## config.mk

```make
export PLATFORM = sky130hd
export DESIGN_NAME = vic_prio_sched_flat
export DESIGN_NICKNAME = d
export VERILOG_FILES = /design/src/rtl/vic_prio_sched_if.sv /design/src/rtl/vic_prio_sched.sv /design/src/flat_wrapper.sv
export SDC_FILE = /design/constraint.sdc
export NUM_CORES = 1
export LEC_CHECK = 0
export CAP_MARGIN = 5
export CORE_UTILIZATION = 51
export CTS_CLUSTER_DIAMETER = 150
export DETAILED_ROUTE_END_ITERATION = 8
export GPL_TIMING_DRIVEN = 0
export PLACE_DENSITY_LB_ADDON = 0.08
export SYNTH_ARGS = -nofsm -noshare
export SYNTH_HDL_FRONTEND = slang
export SYNTH_SLANG_ARGS = --single-unit
```

## constraint.sdc

```tcl
create_clock -name clk -period 38.6 [get_ports clk]
set_input_delay 5.79 -clock clk [delete_from_list [all_inputs] [get_ports clk]]
set_output_delay 5.79 -clock clk [all_outputs]
set_load 0.05 [all_outputs]
```

## src/rtl/vic_prio_sched_if.sv

```systemverilog
// Handshake and status bundle between vic_prio_sched and its neighbours.
// The master modport is the scheduler side; slave is the line-qualifier/vic_ctrl side.
interface vic_prio_sched_if #(
    parameter int unsigned N_IRQ = 31,
    parameter int unsigned PW    = 2
);
    logic                en;
    logic [N_IRQ-1:0]    req;
    logic [N_IRQ*PW-1:0] prio;
    logic                ack;
    logic                reti;
    logic                irq;
    logic [4:0]          irq_addr;
    logic [4:0]          active;
    logic [2:0]          depth;
    logic                reti_err;

    modport master (
        input  en, req, prio, ack, reti,
        output irq, irq_addr, active, depth, reti_err
    );

    modport slave (
        output en, req, prio, ack, reti,
        input  irq, irq_addr, active, depth, reti_err
    );
endinterface

```

## src/rtl/vic_prio_sched.sv

```systemverilog
// Priority scheduler: latches requests, offers the most urgent one to vic_ctrl, tracks nesting.
// Define VIC_NEST_EN to allow preemption up to DEPTH levels; otherwise one ISR at a time.
module vic_prio_sched #(
    parameter int unsigned N_IRQ = 31,
    parameter int unsigned PW    = 2,
    parameter int unsigned DEPTH = 4
) (
    input logic              clk,
    input logic              rst,
    vic_prio_sched_if.master bus
);
`ifdef VIC_NEST_EN
    localparam int unsigned EFF_DEPTH = DEPTH;
`else
    localparam int unsigned EFF_DEPTH = 1;
`endif
    localparam int unsigned DW = $clog2(DEPTH + 1);
    localparam int unsigned SW = (DEPTH > 1) ? $clog2(DEPTH) : 1;

    typedef enum logic [1:0] {StIdle, StReq, StHold} state_e;

    state_e                     state_q, state_d;
    logic [N_IRQ-1:0]           pend_q, pend_d;
    logic [4:0]                 offer_id_q, offer_id_d;
    logic [PW-1:0]              offer_prio_q, offer_prio_d;
    logic [DEPTH-1:0][PW-1:0]   stk_prio_q, stk_prio_d;
    logic [DEPTH-1:0][4:0]      stk_id_q, stk_id_d;
    logic [DW-1:0]              depth_q, depth_d;
    logic                       reti_err_q, reti_err_d;

    logic [PW-1:0]    top_prio;
    logic [4:0]       top_id;
    logic [N_IRQ-1:0] cand;
    logic             found;
    logic [4:0]       sel_id;
    logic [PW-1:0]    sel_prio;
    logic             push;
    logic             pop;
    logic [DW-1:0]    depth_pop;

    always_comb begin
        top_prio = '0;
        top_id   = '0;
        if (depth_q != '0) begin
            top_prio = stk_prio_q[SW'(depth_q - 1'b1)];
            top_id   = stk_id_q[SW'(depth_q - 1'b1)];
        end
    end

    // Requests arriving this cycle are eligible immediately, giving one-cycle offer latency.
    always_comb begin
        cand     = pend_q | bus.req;
        found    = 1'b0;
        sel_id   = '0;
        sel_prio = '0;
        for (int n = 0; n < N_IRQ; n++) begin
            if (cand[n] && ((depth_q == '0) || (bus.prio[n*PW +: PW] > top_prio)) &&
                (!found || (bus.prio[n*PW +: PW] > sel_prio))) begin
                found    = 1'b1;
                sel_id   = 5'(n + 1);
                sel_prio = bus.prio[n*PW +: PW];
            end
        end
        if (depth_q >= DW'(EFF_DEPTH)) begin
            found = 1'b0;
        end
    end

    always_comb begin
        state_d      = state_q;
        offer_id_d   = offer_id_q;
        offer_prio_d = offer_prio_q;
        push         = 1'b0;
        unique case (state_q)
            StIdle: begin
                if (bus.en && found) begin
                    state_d      = StReq;
                    offer_id_d   = sel_id;
                    offer_prio_d = sel_prio;
                end
            end
            StReq: begin
                if (bus.ack) begin
                    push    = 1'b1;
                    state_d = StHold;
                end else if (!bus.en) begin
                    state_d = StIdle;
                end
            end
            StHold:  state_d = StIdle;
            default: state_d = StIdle;
        endcase
    end

    // A new request on the line being acknowledged keeps it pending.
    always_comb begin
        pend_d = pend_q;
        if (push) begin
            pend_d[offer_id_q - 5'd1] = 1'b0;
        end
        pend_d = pend_d | bus.req;
    end

    // Pop is applied before push so a same-cycle ack and reti replaces the top entry.
    always_comb begin
        pop        = bus.reti && (depth_q != '0);
        reti_err_d = bus.reti && (depth_q == '0);
        stk_prio_d = stk_prio_q;
        stk_id_d   = stk_id_q;
        depth_pop  = depth_q - DW'(pop);
        depth_d    = depth_pop;
        if (push && (depth_pop < DW'(DEPTH))) begin
            stk_prio_d[SW'(depth_pop)] = offer_prio_q;
            stk_id_d[SW'(depth_pop)]   = offer_id_q;
            depth_d                    = depth_pop + 1'b1;
        end
    end

    always_ff @(posedge clk or posedge rst) begin
        if (rst) begin
            state_q      <= StIdle;
            pend_q       <= '0;
            offer_id_q   <= '0;
            offer_prio_q <= '0;
            stk_prio_q   <= '0;
            stk_id_q     <= '0;
            depth_q      <= '0;
            reti_err_q   <= 1'b0;
        end else begin
            state_q      <= state_d;
            pend_q       <= pend_d;
            offer_id_q   <= offer_id_d;
            offer_prio_q <= offer_prio_d;
            stk_prio_q   <= stk_prio_d;
            stk_id_q     <= stk_id_d;
            depth_q      <= depth_d;
            reti_err_q   <= reti_err_d;
        end
    end

    assign bus.irq      = (state_q == StReq);
    assign bus.irq_addr = (state_q == StReq) ? offer_id_q : 5'd0;
    assign bus.active   = top_id;
    assign bus.depth    = 3'(depth_q);
    assign bus.reti_err = reti_err_q;
endmodule

```

## src/flat_wrapper.sv

```systemverilog
// flat-port wrapper written by rule: the top's interface ports become plain ports
module vic_prio_sched_flat 
#(
    parameter int unsigned N_IRQ = 31,
    parameter int unsigned PW    = 2,
    parameter int unsigned DEPTH = 4
)
  (clk, rst, bus_en, bus_req, bus_prio, bus_ack, bus_reti, bus_irq, bus_irq_addr, bus_active, bus_depth, bus_reti_err);
  vic_prio_sched_if #(.N_IRQ(N_IRQ), .PW(PW)) bus_i ();
  input logic clk;
  input logic rst;
  input wire logic [$bits(bus_i.en)-1:0] bus_en;
  input wire logic [$bits(bus_i.req)-1:0] bus_req;
  input wire logic [$bits(bus_i.prio)-1:0] bus_prio;
  input wire logic [$bits(bus_i.ack)-1:0] bus_ack;
  input wire logic [$bits(bus_i.reti)-1:0] bus_reti;
  output wire logic [$bits(bus_i.irq)-1:0] bus_irq;
  output wire logic [$bits(bus_i.irq_addr)-1:0] bus_irq_addr;
  output wire logic [$bits(bus_i.active)-1:0] bus_active;
  output wire logic [$bits(bus_i.depth)-1:0] bus_depth;
  output wire logic [$bits(bus_i.reti_err)-1:0] bus_reti_err;
  assign bus_i.en = bus_en;
  assign bus_i.req = bus_req;
  assign bus_i.prio = bus_prio;
  assign bus_i.ack = bus_ack;
  assign bus_i.reti = bus_reti;
  assign bus_irq = bus_i.irq;
  assign bus_irq_addr = bus_i.irq_addr;
  assign bus_active = bus_i.active;
  assign bus_depth = bus_i.depth;
  assign bus_reti_err = bus_i.reti_err;
  vic_prio_sched #(.N_IRQ(N_IRQ), .PW(PW), .DEPTH(DEPTH)) u_core (.clk(clk), .rst(rst), .bus(bus_i));
endmodule
```

# After elaboration in Yosys (flattened, before gate mapping)
# Index checks and enable logic that the tools add are counted.
dict set report word_totals {
  reg_bits 72
  inputBits 98
  output_inout_bits 15
  word_cells 373
}
dict set report classes {
  add_sub_neg 4
  order_cmp 68
  n_eq_ne 3
  muxes 117
  bitwise_logic 4
  n_reduce_logical 163
}
# cell count
set op_table {}
lappend op_table {{$gt 2x2->1} 61}
lappend op_table {{$mux 5} 20}
lappend op_table {{$mux 2} 39}
lappend op_table {{$logic_and 1x1->1} 67}
lappend op_table {{$or 31x31->31} 2}
lappend op_table {{$logic_or 1x1->1} 61}
lappend op_table {{$mux 1} 36}
lappend op_table {{$mux 4} 8}
lappend op_table {{$and 31x31->31} 1}
lappend op_table {{$mux 31} 1}
lappend op_table {{$not 31->31} 1}
lappend op_table {{$logic_not 1->1} 30}
lappend op_table {{$bwmux 20} 1}
lappend op_table {{$mux 3} 5}
lappend op_table {{$bmux 5 s2} 1}
lappend op_table {{$demux 5 s2} 1}
lappend op_table {{$bwmux 8} 1}
lappend op_table {{$lt 2x3->1 const B} 2}
lappend op_table {{$lt 5x6->1 const B} 1}
lappend op_table {{$demux 1 s5} 1}
lappend op_table {{$ge 5x1->1 const B} 1}
lappend op_table {{$sub 5x1->5 const B} 1}
lappend op_table {{$bmux 2 s2} 1}
lappend op_table {{$demux 2 s2} 1}
lappend op_table {{other kinds (14)} 15}

# Depth between registers and ports, before layout
dict set report logic_depth {
  word_depth 132
  ltp_mapped 222
  mapped_depth_nobuf 218
}

# Least setup slack after synthesis
# No wires, ideal clock.
dict set report synth_path {
  kind {input to register}
  startpoint {in bus_prio[1]}
  endpoint {reg u_core.offer_id_q[4]}
  setup_ns 0.123
  arrival_time_ns 41.866
  required_ns 38.477
  path_slack_ns -3.389
  path_stages 204
  n_path_buf 1
  path_cell_list {ha_1 > nand3_1 > o221ai_1 > o311a_1 > inv_1 > ha_1 > nor2b_1 > o21ai_0 > o311ai_0 > a32oi_1 > ha_1 > nor2b_1 > o21ai_0 > o311ai_0 > nand3_1 > nand2_1 > o21ai_0 > ha_1 > [... 168 more ...] > o21a_1 > or2_2 > o21ai_1 > ha_1 > inv_1 > a21oi_1 > a21oi_1 > o21ai_1 > mux2i_1 > ha_1 > nor2b_1 > o21ai_0 > nand2_1 > nand2_1 > nand3_1 > or3_1 > nor2_1 > a21oi_1}
}
dict set report synth_between {
  elab_chain_cells 127
  elab_cells_between_ends 203
  cone_classes {order compare: 31; mux: 78; reduce/logical: 94}
}
# item line_no
set synth_rtl {}
lappend synth_rtl {{from (decl)} flat_wrapper.sv:14} ;# input wire logic [$bits(bus_i.prio)-1:0] bus_prio;
lappend synth_rtl {{$gt 2x2->1} vic_prio_sched.sv:57} ;# if (cand[n] && ((depth_q == '0) || (bus.prio[n*PW +: PW] > top_prio)) &&
lappend synth_rtl {{$logic_or 1x1->1} vic_prio_sched.sv:57}
lappend synth_rtl {{$logic_and 1x1->1} vic_prio_sched.sv:57}
lappend synth_rtl {{$mux 2 or $mux 1 (tied branches)} vic_prio_sched.sv:57}
lappend synth_rtl {{$gt 2x2->1 or $logic_not 1->1 (tied branches)} vic_prio_sched.sv:58} ;# (!found || (bus.prio[n*PW +: PW] > sel_prio))) begin
lappend synth_rtl {{$logic_or 1x1->1} vic_prio_sched.sv:58}
lappend synth_rtl {{$logic_and 1x1->1} vic_prio_sched.sv:57}
lappend synth_rtl {{$mux 2 or $mux 1 (tied branches)} vic_prio_sched.sv:57}
lappend synth_rtl {{[... 111 more ...]} n/a}
lappend synth_rtl {{$mux 2 or $mux 1 (tied branches)} vic_prio_sched.sv:57}
lappend synth_rtl {{$gt 2x2->1 or $logic_not 1->1 (tied branches)} vic_prio_sched.sv:58}
lappend synth_rtl {{$logic_or 1x1->1} vic_prio_sched.sv:58}
lappend synth_rtl {{$logic_and 1x1->1} vic_prio_sched.sv:57}
lappend synth_rtl {{$mux 1} vic_prio_sched.sv:57}
lappend synth_rtl {{$mux 1} vic_prio_sched.sv:64} ;# if (depth_q >= DW'(EFF_DEPTH)) begin
lappend synth_rtl {{$logic_and 1x1->1} vic_prio_sched.sv:76} ;# if (bus.en && found) begin
lappend synth_rtl {{$reduce_and 2->1 (no line)} n/a}
lappend synth_rtl {{to (signal assigned)} vic_prio_sched.sv:132} ;# offer_id_q <= offer_id_d;
lappend synth_rtl {{to (decl)} vic_prio_sched.sv:24} ;# logic [4:0] offer_id_q, offer_id_d;
# Several ways; a longest one is shown, not always the timed one.
# A chain may end at the register's enable or synchronous reset.

# Worst setup path in the final report
dict set report layout_path {
  startpoint {in bus_prio[3]}
  endpoint {reg u_core.offer_id_q[3]}
}
dict set report layout_between {
  elab_chain_cells 124
  elab_cells_between_ends 208
  cone_classes {order compare: 31; mux: 84; reduce/logical: 93}
}
# item line_no
set layout_rtl {}
lappend layout_rtl {{$gt 2x2->1} vic_prio_sched.sv:57}
lappend layout_rtl {{$logic_or 1x1->1} vic_prio_sched.sv:57}
lappend layout_rtl {{$logic_and 1x1->1 (2 in series)} vic_prio_sched.sv:57}
lappend layout_rtl {{$mux 2 or $mux 1 (tied branches)} vic_prio_sched.sv:57}
lappend layout_rtl {{$gt 2x2->1 or $logic_not 1->1 (tied branches)} vic_prio_sched.sv:58}
lappend layout_rtl {{$logic_or 1x1->1} vic_prio_sched.sv:58}
lappend layout_rtl {{$logic_and 1x1->1} vic_prio_sched.sv:57}
lappend layout_rtl {{$mux 2 or $mux 1 (tied branches)} vic_prio_sched.sv:57}
lappend layout_rtl {{[... 107 more ...]} n/a}
lappend layout_rtl {{$mux 2 or $mux 1 (tied branches)} vic_prio_sched.sv:57}
lappend layout_rtl {{$gt 2x2->1 or $logic_not 1->1 (tied branches)} vic_prio_sched.sv:58}
lappend layout_rtl {{$logic_or 1x1->1} vic_prio_sched.sv:58}
lappend layout_rtl {{$logic_and 1x1->1} vic_prio_sched.sv:57}
lappend layout_rtl {{$mux 1} vic_prio_sched.sv:57}
lappend layout_rtl {{$mux 1} vic_prio_sched.sv:64}
lappend layout_rtl {{$logic_and 1x1->1} vic_prio_sched.sv:76}
lappend layout_rtl {{$reduce_and 2->1 (no line)} n/a}
# Several ways; a longest one is shown, not always the timed one.

==> flow_results.xml <==
<?xml version="1.0" encoding="UTF-8"?>
<metrics>
  <group name="sta">
    <metric name="timing.final.max_slew_violations" unit="">0</metric>
    <metric name="layout_setup_ws" unit="ns">-2.82</metric>
    <metric name="finalCritPeriodShare" unit="%">107</metric>
    <metric name="rsz0062_at_grt" unit="">true</metric>
    <metric name="worst_clock_skew" unit="ns">0.00658</metric>
    <metric name="final-setup-viol-count" unit="">7</metric>
    <metric name="achievable-frequency" unit="MHz">24.1</metric>
    <metric name="fin_setup_tns" unit="ns">-19.09</metric>
    <metric name="relSlewSlack" unit="%">27.5</metric>
    <metric name="whs" unit="ns">0.476</metric>
    <metric name="layout_min_cycle_time" unit="ns">41.42</metric>
    <metric name="max_slew.worst_pin.slew" unit="ns">1.08</metric>
    <metric name="timing_hold_violations_final" unit="">0</metric>
  </group>
  <group name="route">
    <metric name="avgRoutedWirePerCell" unit="um">20.0</metric>
    <metric name="drt_pre_antenna_iters" unit="">5</metric>
    <metric name="drt_iter0_markers" unit="">679</metric>
    <metric name="drc_errors" unit="">0</metric>
    <metric name="vias" unit="">9044</metric>
    <metric name="ant_nets" unit="">0</metric>
    <metric name="avgViaCountPerCell" unit="">6.39</metric>
    <metric name="totalWireLength" unit="um">28300</metric>
  </group>
  <group name="clock_network">
    <metric name="clock_insertion_delay_worst_skew" unit="ns">0.34</metric>
    <metric name="htreeDepth" unit="">3</metric>
    <metric name="cts-buffers-inserted" unit="">9</metric>
    <metric name="tritoncts" unit="">built</metric>
    <metric name="clk_transition_reported_paths" unit="ns">0.06</metric>
    <metric name="clkSinkCount" unit="">72</metric>
    <metric name="cts.root.buffer_cell" unit="">clkbuf_16</metric>
    <metric name="clk_path_buf_depth" unit="">2</metric>
    <metric name="cts_hold_buffers" unit="">0</metric>
  </group>
  <group name="die">
    <metric name="core_area" unit="sq um">15100</metric>
    <metric name="fp.dieH" unit="um">126</metric>
    <metric name="die_footprint" unit="sq um">16000</metric>
    <metric name="initial_utilization" unit="%">52.2</metric>
    <metric name="chipWidth" unit="um">126</metric>
    <metric name="num_io_pins" unit="">113</metric>
    <metric name="placement_rows" unit="">45</metric>
  </group>
  <group name="setup_path">
    <metric name="worst_ep_arrival_time" unit="ns">41.63</metric>
    <metric name="cp-endpoint" unit="">u_core.offer_id_q[3]</metric>
    <metric name="setup.worst_path.class" unit="">primary input to flip-flop</metric>
    <metric name="worstPathBufferInverterCount" unit="">17</metric>
    <metric name="crit_path_frequent_cell" unit="">ha_1</metric>
    <metric name="worst_setup_path_end_kind" unit="">flip-flop</metric>
    <metric name="slowest_delay" unit="ns">0.53</metric>
    <metric name="worst_r2r_startpoint" unit="">u_core.bus.depth[0]</metric>
    <metric name="crit_path_start" unit="">bus_prio[3]</metric>
    <metric name="regToRegEndpoint" unit="">u_core.offer_id_q[3]</metric>
    <metric name="critPathRequiredTime" unit="ns">38.81</metric>
    <metric name="cp.depth" unit="">202</metric>
    <metric name="timing.reg2reg.setup_slack" unit="ns">-0.48</metric>
    <metric name="worst_path_cell_with_the_longest_stage_delay" unit="">clkdlybuf4s50_1</metric>
    <metric name="cpLargestDelayFamily" unit="">compound AO/OA/AOI/OAI gates</metric>
    <metric name="cp-start-kind" unit="">primary input</metric>
    <metric name="worstRegToRegCells" unit="">213</metric>
    <metric name="crit_fanout" unit="">5</metric>
  </group>
  <group name="final_layout">
    <metric name="postLayoutCoreUtil" unit="%">77.5</metric>
    <metric name="layout-drive-gt1-share" unit="%">31.1</metric>
    <metric name="number_of_antenna_repair_diodes" unit="">0</metric>
    <metric name="nNetsFinal" unit="">1399</metric>
    <metric name="synth_to_final_area_change" unit="%">48.5</metric>
  </group>
  <group name="yosys">
    <metric name="asyncSetResetFlopFracSynth" unit="%">100</metric>
    <metric name="synth_edf_count" unit="">0</metric>
    <metric name="postSynthCellCount" unit="">987</metric>
    <metric name="yosysWarningCount" unit="">0</metric>
    <metric name="post_synth_top_area_share" unit="%">22.8</metric>
    <metric name="ys_top_cells_by_count" unit="">nand2_1, nor2_1, ha_1, dfrtp_1, o21ai_0</metric>
    <metric name="leading_post_synthesis_cells_by_cell_area" unit="">dfrtp_1, ha_1, nand2_1</metric>
    <metric name="ys_dominant_reg_cell" unit="">dfrtp_1</metric>
    <metric name="syn-cell-area" unit="sq um">7900</metric>
    <metric name="sequential_fraction_of_the_synthesis_area" unit="%">22.8</metric>
    <metric name="most_repeated_cell_in_the_gate_level_netlist_after_synthesis" unit="">nand2_1</metric>
    <metric name="yosysTopAreaCell" unit="">dfrtp_1</metric>
    <metric name="ys_types" unit="">83</metric>
    <metric name="syn-num-nets" unit="">1163</metric>
    <metric name="syn_avg_cell_area" unit="sq um">8.01</metric>
    <metric name="yosys_register_bits" unit="">72</metric>
  </group>
  <group name="run">
    <metric name="timing.max_cap.violations" unit="">0</metric>
  </group>
  <group name="global_route">
    <metric name="via_count_of_the_first_global_routing_pass" unit="">8364</metric>
    <metric name="grt.met2_usage" unit="%">57.2</metric>
    <metric name="use_met1" unit="%">41.4</metric>
    <metric name="grt_antenna_before_repair" unit="">0</metric>
    <metric name="grt_usage" unit="%">32.4</metric>
    <metric name="grt_max_degree" unit="">73</metric>
    <metric name="grt_util_met3" unit="%">3.42</metric>
    <metric name="first_pass_grt_wire_length" unit="um">41400</metric>
    <metric name="gr-max-usage-layer" unit="">met2</metric>
    <metric name="gr-total-overflow" unit="">0</metric>
  </group>
  <group name="place">
    <metric name="gp_routability_congestion" unit="">0.932</metric>
    <metric name="place.detailed.hpwl" unit="um">18300</metric>
    <metric name="numPortBuffers" unit="">112</metric>
  </group>
  <group name="status">
    <metric name="status" unit="">finished with violations</metric>
    <metric name="violations" unit="">negative setup slack</metric>
  </group>
  <group name="min_path">
    <metric name="hp-class" unit="">flip-flop to flip-flop</metric>
  </group>
</metrics>
repair_timing:
action	in CTS	in global routing
pin swaps	82	125
cloned	0	0
gates resized for setup	59	118
buffers inserted	73	42
endpoints found under the setup margin	7	7
worst reg2reg max path: cells and delay by family (launching register included):
family	cells	cell delay, ns
DFF	1	0.44
AOI/OAI and AO/OA	81	13.54
adders and majority gates	34	9.59
muxes	7	2.22
buffers and inverters	21	3.33
and+or+nand+nor	70	9.80
logic make-up after synthesis:
group,Yosys count,synth area share (%)
AND/OR/NAND/NOR,383,23.3
AO/OA/AOI/OAI,314,28.2
buffers and inverters,83,4.20
adder cells (fa/ha/maj),81,12.7
flip-flops,72,22.8
multiplexers,51,8.47
XOR/XNOR,3,0.333
layout make-up:
type	count	area, sq um
clock buffers	10	229
flip-flops and latches	72	1800
multi-input cells	832	7020
clock inverters	6	116
repair buffers	226	2000
fillers	1079	3410
well taps	188	235
inverters	58	220
plain buffers	24	116
per-layer routing:
layer	share of wire [%]	up-vias
met5	0	-
li1	-	4163
met4	3.7	0
met3	5.8	94
met1	42	4360
met2	48	427
registers in the layout, indices dropped and copies added (netlist names):
signal,cells
u_core.offer_id_q,5
u_core.state_q,2
u_core.stk_prio_q,8
u_core.bus.reti_err,1
u_core.pend_q,31
u_core.offer_prio_q,2
u_core.stk_id_q,20
u_core.bus.depth,3
per-stage QoR:
step	cells	cell area (sq um)	setup slack [ns]
6_report	1416	11700	-2.82
5_1_grt	1416	11700	-4.20
4_1_cts	1376	10800	-2.19
3_5_place_dp	1287	9650	-5.57
3_3_place_gp	1287	9650	-5.26
2_1_floorplan	987	8290	-1.24
worst min-delay path by stage:
stage | slack [ns] | from | end | cells past startpoint
floorplan | 0.44 | u_core.pend_q[0] | u_core.pend_q[0] | 1
global placement | 0.45 | u_core.pend_q[0] | u_core.pend_q[0] | 1
detailed placement | 0.47 | u_core.pend_q[0] | u_core.pend_q[0] | 1
CTS | 0.48 | u_core.pend_q[27] | u_core.pend_q[27] | 1
global route | 0.49 | u_core.pend_q[23] | u_core.pend_q[23] | 1
finish | 0.48 | u_core.pend_q[26] | u_core.pend_q[26] | 1
placed cells by master (no fill, tap or decap), drive strengths merged, types with 32 or more instances in the layout:
cell type,synthesis,final
a21o,32,32
o21ai,63,63
inv,58,59
dfrtp,72,72
mux2,39,39
buf,8,122
a21oi,54,54
clkdlybuf4s50,0,110
nor2,101,101
ha,78,78
nand2,129,129
Power is not shown: default switching activity piles up to over one toggle a cycle in this logic, so the estimate is an artifact.
